**src/rtl/mem_responder_pkg.sv**
```systemverilog
// Shared definitions for the memory responder: FSM state encoding, the
// word-alignment mask and the address error check used on every access.
// Ports: none (package only).
package mem_responder_pkg;

    typedef enum logic [1:0] {
        ST_IDLE = 2'b00,
        ST_WAIT = 2'b01,
        ST_RESP = 2'b10
    } state_t;

    // Low address bits that must be zero for a word access.
    localparam logic [63:0] ALIGN_MASK = 64'h3;

    // Width of the wait-state counter (WAIT_CYCLES is limited to 0..15).
    localparam int unsigned WAIT_CNT_W = 4;

    // An access is bad when it is not word aligned, or when any address bit
    // above the word index is set (the array is not aliased/mirrored).
    // The address is passed zero-extended to 64 bits so one helper serves
    // any WIDTH up to 64.
    function automatic logic addr_is_bad(input logic [63:0] addr,
                                         input int unsigned idx_w);
        logic [63:0] above_mask;
        above_mask = ~((64'd1 << (idx_w + 2)) - 64'd1);
        return ((addr & ALIGN_MASK) != 64'd0) || ((addr & above_mask) != 64'd0);
    endfunction

endpackage

```
**src/rtl/mem_responder_array.sv**
```systemverilog
// Single-port synchronous RAM, WIDTH x DEPTH, write-first not needed because
// read and write never target the same edge. Latency: read data one edge after
// i_re. No backpressure. Contents are never reset.
// Ports: clk, i_we/i_re strobes, i_addr word index, i_wdata, o_rdata.
module mem_array #(
    parameter int WIDTH = 32,
    parameter int DEPTH = 64,
    localparam int AW   = $clog2(DEPTH)
) (
    input  logic             clk,
    input  logic             i_we,
    input  logic             i_re,
    input  logic [AW-1:0]    i_addr,
    input  logic [WIDTH-1:0] i_wdata,
    output logic [WIDTH-1:0] o_rdata
);

    logic [WIDTH-1:0] r_mem [DEPTH];
    logic [WIDTH-1:0] r_rdata;

    always_ff @(posedge clk) begin
        if (i_we) begin
            r_mem[i_addr] <= i_wdata;
        end
        // Read register holds its value between reads; the responder only
        // looks at it during the single RESP cycle that follows a read.
        if (i_re) begin
            r_rdata <= r_mem[i_addr];
        end
    end

    assign o_rdata = r_rdata;

endmodule

```
**src/rtl/mem_responder.sv**
```systemverilog
// Memory-side responder for the multicycle core's unified memory port.
// Latency: request accepted at edge 0, resp_valid high in cycle WAIT_CYCLES+1.
// Backpressure: req_ready low while busy (requests ignored, not queued);
// responses are one-cycle pulses with no acknowledge.
// Ports: clk, rst (sync, active high); req_valid/req_write/req_addr/req_wdata
// in, req_ready out; resp_valid/resp_rdata/resp_err out.
module mem_responder
    import mem_responder_pkg::*;
#(
    parameter int WIDTH       = 32,
    parameter int DEPTH       = 64,
    parameter int WAIT_CYCLES = 2
) (
    input  logic             clk,
    input  logic             rst,
    input  logic             req_valid,
    input  logic             req_write,
    input  logic [WIDTH-1:0] req_addr,
    input  logic [WIDTH-1:0] req_wdata,
    output logic             req_ready,
    output logic             resp_valid,
    output logic [WIDTH-1:0] resp_rdata,
    output logic             resp_err
);

    localparam int IDX_W = $clog2(DEPTH);
    localparam logic [WAIT_CNT_W-1:0] WAIT_LOAD =
        (WAIT_CYCLES > 0) ? WAIT_CNT_W'(WAIT_CYCLES - 1) : '0;

    state_t                r_state;
    state_t                w_state_nxt;
    logic [WAIT_CNT_W-1:0] r_cnt;
    logic [WAIT_CNT_W-1:0] w_cnt_nxt;

    logic                  r_write;
    logic [WIDTH-1:0]      r_addr;
    logic [WIDTH-1:0]      r_wdata;
    logic                  r_resp_err;
    logic                  r_resp_rd;

    logic                  w_accept;
    logic                  w_enter_resp;
    logic                  w_acc_write;
    logic [WIDTH-1:0]      w_acc_addr;
    logic [WIDTH-1:0]      w_acc_wdata;
    logic                  w_err;
    logic                  w_mem_we;
    logic                  w_mem_re;
    logic [WIDTH-1:0]      w_mem_rdata;

    // ------------------------------------------------------------------
    // FSM: state and wait counter registers
    // ------------------------------------------------------------------
    always_ff @(posedge clk) begin
        if (rst) begin
            r_state <= ST_IDLE;
            r_cnt   <= '0;
        end else begin
            r_state <= w_state_nxt;
            r_cnt   <= w_cnt_nxt;
        end
    end

    // ------------------------------------------------------------------
    // FSM: next state, counter and handshake outputs
    // ------------------------------------------------------------------
    always_comb begin
        w_state_nxt  = r_state;
        w_cnt_nxt    = r_cnt;
        req_ready    = 1'b0;
        resp_valid   = 1'b0;
        w_accept     = 1'b0;
        w_enter_resp = 1'b0;

        unique case (r_state)
            ST_IDLE: begin
                req_ready = 1'b1;
                if (req_valid) begin
                    w_accept = 1'b1;
                    if (WAIT_CYCLES > 0) begin
                        w_state_nxt = ST_WAIT;
                        w_cnt_nxt   = WAIT_LOAD;
                    end else begin
                        // No wait states: the access happens on the accept edge.
                        w_state_nxt  = ST_RESP;
                        w_enter_resp = 1'b1;
                    end
                end
            end
            ST_WAIT: begin
                if (r_cnt == '0) begin
                    w_state_nxt  = ST_RESP;
                    w_enter_resp = 1'b1;
                end else begin
                    w_cnt_nxt = r_cnt - 1'b1;
                end
            end
            ST_RESP: begin
                resp_valid  = 1'b1;
                w_state_nxt = ST_IDLE;
            end
            default: begin
                w_state_nxt = ST_IDLE;
                w_cnt_nxt   = '0;
            end
        endcase
    end

    // ------------------------------------------------------------------
    // Request latch. Datapath registers need no reset: they are only
    // consumed after a fresh accept.
    // ------------------------------------------------------------------
    always_ff @(posedge clk) begin
        if (w_accept) begin
            r_write <= req_write;
            r_addr  <= req_addr;
            r_wdata <= req_wdata;
        end
    end

    // With zero wait states the access edge is the accept edge, so the
    // request must come straight from the port rather than the latch.
    assign w_acc_write = (r_state == ST_IDLE) ? req_write : r_write;
    assign w_acc_addr  = (r_state == ST_IDLE) ? req_addr  : r_addr;
    assign w_acc_wdata = (r_state == ST_IDLE) ? req_wdata : r_wdata;

    assign w_err = addr_is_bad(64'(w_acc_addr), IDX_W);

    // Reset on the would-be access edge aborts the request, so it also
    // blocks the array write.
    assign w_mem_we = w_enter_resp & ~rst & ~w_err &  w_acc_write;
    assign w_mem_re = w_enter_resp & ~rst & ~w_err & ~w_acc_write;

    mem_array #(
        .WIDTH (WIDTH),
        .DEPTH (DEPTH)
    ) u_mem_array (
        .clk     (clk),
        .i_we    (w_mem_we),
        .i_re    (w_mem_re),
        .i_addr  (w_acc_addr[IDX_W+1:2]),
        .i_wdata (w_acc_wdata),
        .o_rdata (w_mem_rdata)
    );

    // Response qualifiers captured on the access edge.
    always_ff @(posedge clk) begin
        if (rst) begin
            r_resp_err <= 1'b0;
            r_resp_rd  <= 1'b0;
        end else if (w_enter_resp) begin
            r_resp_err <= w_err;
            r_resp_rd  <= w_mem_re;
        end
    end

    // Data and error are forced to zero outside the response pulse.
    assign resp_err   = resp_valid & r_resp_err;
    assign resp_rdata = (resp_valid & r_resp_rd) ? w_mem_rdata : '0;

endmodule

```
**config.mk**
```make
export PLATFORM = sky130hd
export DESIGN_NAME = mem_responder
export DESIGN_NICKNAME = d
export VERILOG_FILES = /design/src/rtl/mem_responder_pkg.sv /design/src/rtl/mem_responder_array.sv /design/src/rtl/mem_responder.sv
export SDC_FILE = /design/constraint.sdc
export NUM_CORES = 2
export LEC_CHECK = 0
export CAP_MARGIN = 20
export CORE_MARGIN = 1.5
export CORE_UTILIZATION = 60
export CTS_BUF_LIST = sky130_fd_sc_hd__clkbuf_8
export DETAILED_ROUTE_END_ITERATION = 10
export MAX_ROUTING_LAYER = met4
export PLACE_DENSITY_LB_ADDON = 0.12
export SYNTH_ARGS = -nofsm -noshare
export SYNTH_HDL_FRONTEND = slang
export SYNTH_SLANG_ARGS = --single-unit
```
**constraint.sdc**
```tcl
create_clock -name clk -period 14.43 [get_ports clk]
set_clock_uncertainty 0.2 [all_clocks]
set_input_delay 2.886 -clock clk [delete_from_list [all_inputs] [get_ports clk]]
set_output_delay 2.886 -clock clk [all_outputs]
set_load 0.03 [all_outputs]
```
* Word level (Yosys, flattened, before mapping)
Memory sizes are Yosys's and may differ from the RTL's. A register that Yosys moved wholly into a read port is not among the register bits.
Cells that the tools add are included.
** Storage, ports and cells
- Input bits :: 68
- Word-level logic and storage cells :: 49
- Output and inout port bits :: 35
- Register bits :: 73
- Memories kept :: 1
- Memory bits (writable) :: 2048
** Memory list
- u_mem_array.r_mem :: words 64, bits a word 32, read ports 1, clocked after memory_dff 1, write ports 1, RTL line mem_responder_array.sv:18 : logic [WIDTH-1:0] r_mem [DEPTH];
** Operators by class
- Reductions and logical operators :: 7
- Bitwise gates (word level) :: 10
- Muxes and demuxes :: 18
- Equal/unequal tests :: 5
- Add/subtract/negate cells :: 1
** Operators by type and width (count)
- 64-bit nonzero test :: 2
- 32-bit two-way mux :: 3
- 4-bit case mux with 3 select lines :: 1
- 1-bit two-way mux :: 9
- 4-bit two-way mux :: 2
- 1-bit AND :: 6
- 2-bit inequality test (second input constant) :: 3
- 4-bit zero test :: 1
- 2-bit two-way mux :: 2
- 1-bit NOT :: 4
- 2-bit case mux with 2 select lines :: 1
- 4-bit by 1-bit subtractor with 4-bit output (second input constant) :: 1
- 3-bit AND reduction :: 1
- 2-bit by 1-bit equality test with 1-bit output (second input constant) :: 1
- 2-bit equality test (second input constant) :: 1
- 2-bit zero test :: 1
- 2-bit AND reduction :: 1
- 1-bit logical OR :: 1

* Longest topological paths before layout
- Depth after elaboration :: 9
- Mapped depth :: 13

* Cells and area by module
A second synthesis with hierarchy kept.
** Unflattened totals
- Cell total of the unflattened synthesis :: 4450
- Area, all modules :: 82417.8 um^2
** Modules (own cells, without submodules)
- mem_array :: area each 79248.5 um^2, cells each 4239, instances 1
- mem_responder :: area each 3169.3 um^2, cells each 211, instances 1

* Worst setup path after synthesis
No wires, ideal clock.
- Kind :: input port to flip-flop
- Start :: input port req_addr[4]
- End :: memory u_mem_array.r_mem[0][0], enable pin
- Path slack :: 7634 ps
- Cell stages on the path :: 8
- Path buffers :: 4
- Arrival time :: 6175 ps
- Cells stage by stage :: buf_2 > or4_1 > buf_1 > o21ai_1 > clkbuf_1 > clkbuf_1 > nand3_1 > nor2_1
** On the way
- Cells in the longest elaborated chain, start to end :: 1
** Ends and longest elaborated chain
- start, declared :: RTL line mem_responder.sv:18 : input logic [WIDTH-1:0] req_addr,
- 32-bit two-way mux :: RTL line mem_responder.sv:124 : assign w_acc_addr = (r_state == ST_IDLE) ? req_addr : r_addr;
- end, declared :: RTL line mem_responder_array.sv:18
Every way passes these cells.

* Worst setup path in the final report
- Start :: input port req_addr[4]
- End :: memory u_mem_array.r_mem[18][0], enable pin
The elaborated chain is that of the path after synthesis.

==> results.txt <==
----------------------------------------------------
[Outcome]
  Run status ... finished with violations
  Violations in the final reports ... DRC

[Worst hold path]
  Worst Hold Path EP ... r_cnt[0]
  Start point of the worst min-delay path ... r_cnt[0]
  Type of the worst min-delay path ... reg -> reg
  Number of cells on the worst hold path ... 2

[Layout]
  End-of-flow core utilization ... 68.12%
  Net total in the final layout ... 4962
  Most frequent cells in the layout ... 2145 x sky130_fd_sc_hd__edfxtp_1, 361 x sky130_fd_sc_hd__a22oi_1, 354 x sky130_fd_sc_hd__clkbuf_8
  Synthesis-to-layout area growth ... 12.29%
  Share of post-route cells with drive strength above 1 ... 15.45%
  Most common library cell in the layout ignoring fill and taps ... sky130_fd_sc_hd__edfxtp_1

[GRT]
  Overflow left after global routing ... 0
  First-pass GRT wire length ... 371500 microns
  Pin count of the biggest net entering global routing ... 126
  Antenna violations before repair ... 12
  Via count of the first global-routing pass ... 49330
  Global Route Usage Sum ... 40.27%

[Critical path]
  Category of cells accounting for the largest share of critical-path delay ... simple AND/OR/NAND/NOR gates
  Chain of cells forming the critical path ... clkdlybuf4s50_1 -> or4_1 -> buf_4 -> o21ai_4 -> buf_4 -> nand3_1 -> nor2_4 -> buf_4
  Worst Path Buf+Inv ... 4
  Longest individual stage delay on the worst path ... 1070 ps
  Slowest CP cell ... sky130_fd_sc_hd__nor2_4
  Highest net fanout along the worst path ... 34
  Kind of end point of the critical path ... flop
  Data arrival time of the worst path ... 8050 ps
  R2r setup slk ... 8040 ps
  Most frequent cell on the critical path ... sky130_fd_sc_hd__buf_4
  Critical path class ... in -> reg
  Startpoint of the worst-slack reg-to-reg timing path ... r_state[1]
  Critical register-to-register path endpoint ... u_mem_array.r_mem[18][0]
  Crit path required time ... 14880 ps
  Setup crit start kind ... input port
  Worst reg-to-reg path cell count ... 11

[Clock tree]
  Clock latency on the worst-skew pair ... 1050 ps
  Number of buffers added by the clock tree synthesis step ... 346
  CTS Root Cell ... sky130_fd_sc_hd__clkbuf_8
  Clock tree from TritonCTS ... built
  Max H-tree Level ... 5
  Clock-pin slew on the worst setup and hold paths ... 60 ps
  Post-CTS setup buffer count ... 0
  CTS Hold Buffers Added ... 0
  Sink Count ... 2153
  Resized cells post-CTS ... 0
  Clock buffer depth ... 4

[Drt]
  Initial drt markers ... 10370
  Total via count after detailed routing ... 51420
  Overall routed net length ... 269200 microns
  Count of antenna-violating nets left after detailed routing ... 0
  First-pass iteration count of the detailed router ... 11
  Mean routed wirelength per cell ... 38.98 microns
  DRC violation count after routing ... 6
  Via-to-Cell Ratio ... 7.445

[Die]
  Initial core utilization ... 60.66%
  Site Rows ... 134
  Die span in y ... 371.0 microns
  IO Count ... 103
  Die X-Extent ... 371.0 microns
  Overall die area ... 137700 sq um
  Total core area ... 134000 sq um

[Pwr]
  Switching share of power ... 26.75%
  Maximum vdd drop ... 0.08617 mV
  Relative contribution of sequential cells to total power ... 53.3%
  Internal power consumption ... 0.01003 W
  Power per cell area ... 150.1 nW/um^2
  Standby leakage power ... 28.79 nW
  Net switching component of the power ... 0.003665 W
  Comb power frac ... 12.8%
  Clock share of power ... 33.9%

[Timing]
  Final cycle utilization of the critical path ... 52.65%
  Max Slew Vio Count ... 0
  RSZ-0062 raised after global routing ... no
  Final hold violation count ... 0
  Highest clock frequency the design can meet ... 0.1316 GHz
  Setup TNS Final ... 0 ps
  Worst rel slew slack ... 10.92%
  Pin slew with the least headroom to its limit ... 1324 ps
  Fin crit period ... 7598 ps
  Total of endpoints with negative setup slack in the final report ... 0

[Yosys]
  Library cells used by synthesis ... 68
  Post-Synthesis Mean Instance Area ... 17.78 sq um
  Post-synth net total ... 4639
  Cell taking the most area after synthesis ... sky130_fd_sc_hd__edfxtp_1
  Top post-synthesis cells by area ... sky130_fd_sc_hd__edfxtp_1 79%, sky130_fd_sc_hd__a22oi_1 3.3%, sky130_fd_sc_hd__a222oi_1 2.8%
  Total number of yosys warnings ... 0
  Count of mapped cells out of synthesis ... 4570
  Primary flip-flop cell chosen by synthesis mapping ... sky130_fd_sc_hd__edfxtp_1
  Asr flop ratio synth ... 0%
  Fraction of the yosys area taken by sequential cells ... 79.46%
  Number of enable-type register cells in the synthesized netlist ... 2145
  Area share of the largest cell type after synthesis ... 79.26%
  Synth Register Bits ... 2153
  Netlist area before placement ... 81260 sq um

[Placement]
  Final weighted congestion in routability-driven placement ... 0.9196
  HPWL after detailed placement ... 146500 microns
  Number of I/O port buffers ... 102

[Run]
  Number of maximum-capacitance violations ... 0

----------------------------------------------------
[synth_stat cells (all sizes together), types with 21 or more instances]
cell type     n
o22ai        41
a31oi       176
a22o        106
a22oi       361
a21oi        54
nor4         38
edfxtp     2145
a222oi      225
nand3        36
buf         205
a221oi      141
and3         51
o21ai        49
nor2        148
nand4        23
mux2i       150
mux2         57
clkbuf      111
nand2       240
o2bb2ai      21
[cells by family after synthesis]
logic type | synth area share (%)
adder cells (fa/ha/maj) | 0.01539
flip-flops | 79.46
buffers and inverters | 1.918
XOR/XNOR | 0.02156
AND/OR/NAND/NOR | 3.509
AO/OA/AOI/OAI | 12.44
multiplexers | 2.637
[per-stage QoR]
step	worst slack [ps]	instance area (sq um)	instances	hold WS [ps]	total power, W
3_3_place_gp	5865	85150	6300	280.7	0.009068
4_1_cts	7077	91120	6883	293.1	0.01363
6_report	6832	91250	6906	293.3	0.01370
3_5_place_dp	6017	85260	6307	284.8	0.009110
5_1_grt	6922	91230	6899	327.0	0.01401
2_1_floorplan	7634	81260	4570	257.0	0.008350
[tightest hold or removal path: stages, from the launching register on]
cell,delay (ps)
sky130_fd_sc_hd__dfxtp_1,330
sky130_fd_sc_hd__nand2_1,60
sky130_fd_sc_hd__a21oi_1,50
[worst max-delay path by stage]
stage	from	end	slack, ps	depth (start not counted)
2_1_floorplan	req_addr[4]	u_mem_array.r_mem[0][0]	7630	8
3_3_place_gp	req_addr[3]	u_mem_array.o_rdata[23]	5860	9
3_5_place_dp	req_addr[4]	u_mem_array.r_mem[18][27]	6020	8
4_1_cts	req_addr[4]	u_mem_array.r_mem[18][18]	7080	8
5_1_grt	req_addr[4]	u_mem_array.r_mem[18][0]	6920	8
6_report	req_addr[4]	u_mem_array.r_mem[18][0]	6830	8
[power groups by stage]
stage               Sequential (W)  Clock [W]  Combinational (W)
floorplan                  0.00746          0           0.000894
global placement           0.00744          0            0.00163
detailed placement         0.00744          0            0.00167
CTS                        0.00731    0.00465            0.00168
global route               0.00730    0.00492            0.00179
finish                     0.00730    0.00464            0.00175
[registers in the layout, summed over array words and instances, names as in the netlist]
register,flops
r_wdata,32
r_write,1
u_mem_array.o_rdata,32
u_mem_array.r_mem,2048
r_state,2
r_resp_rd,1
r_resp_err,1
r_cnt,4
r_addr,32
[metal layers]
layer / global-route usage [%] / vias up / share of wire [%]
met3: 13.39 / 822 / 16
li1: - / 20140 / -
met5: - / - / 0
met4: 19.74 / 0 / 5.2
met2: 57.37 / 4729 / 44
met1: 52.25 / 25730 / 35
[final cells by class]
class                   count  area [sq um]
clock buffers             354          4872
diodes                     17         42.54
fillers                  8716         42710
inverters                  10         37.54
flip-flops and latches   2153         64570
clock inverters           222         984.7
multi-input cells        2091         15920
repair buffers            291          2603
well taps                1768          2212
Power figures use the tool's default switching activity.
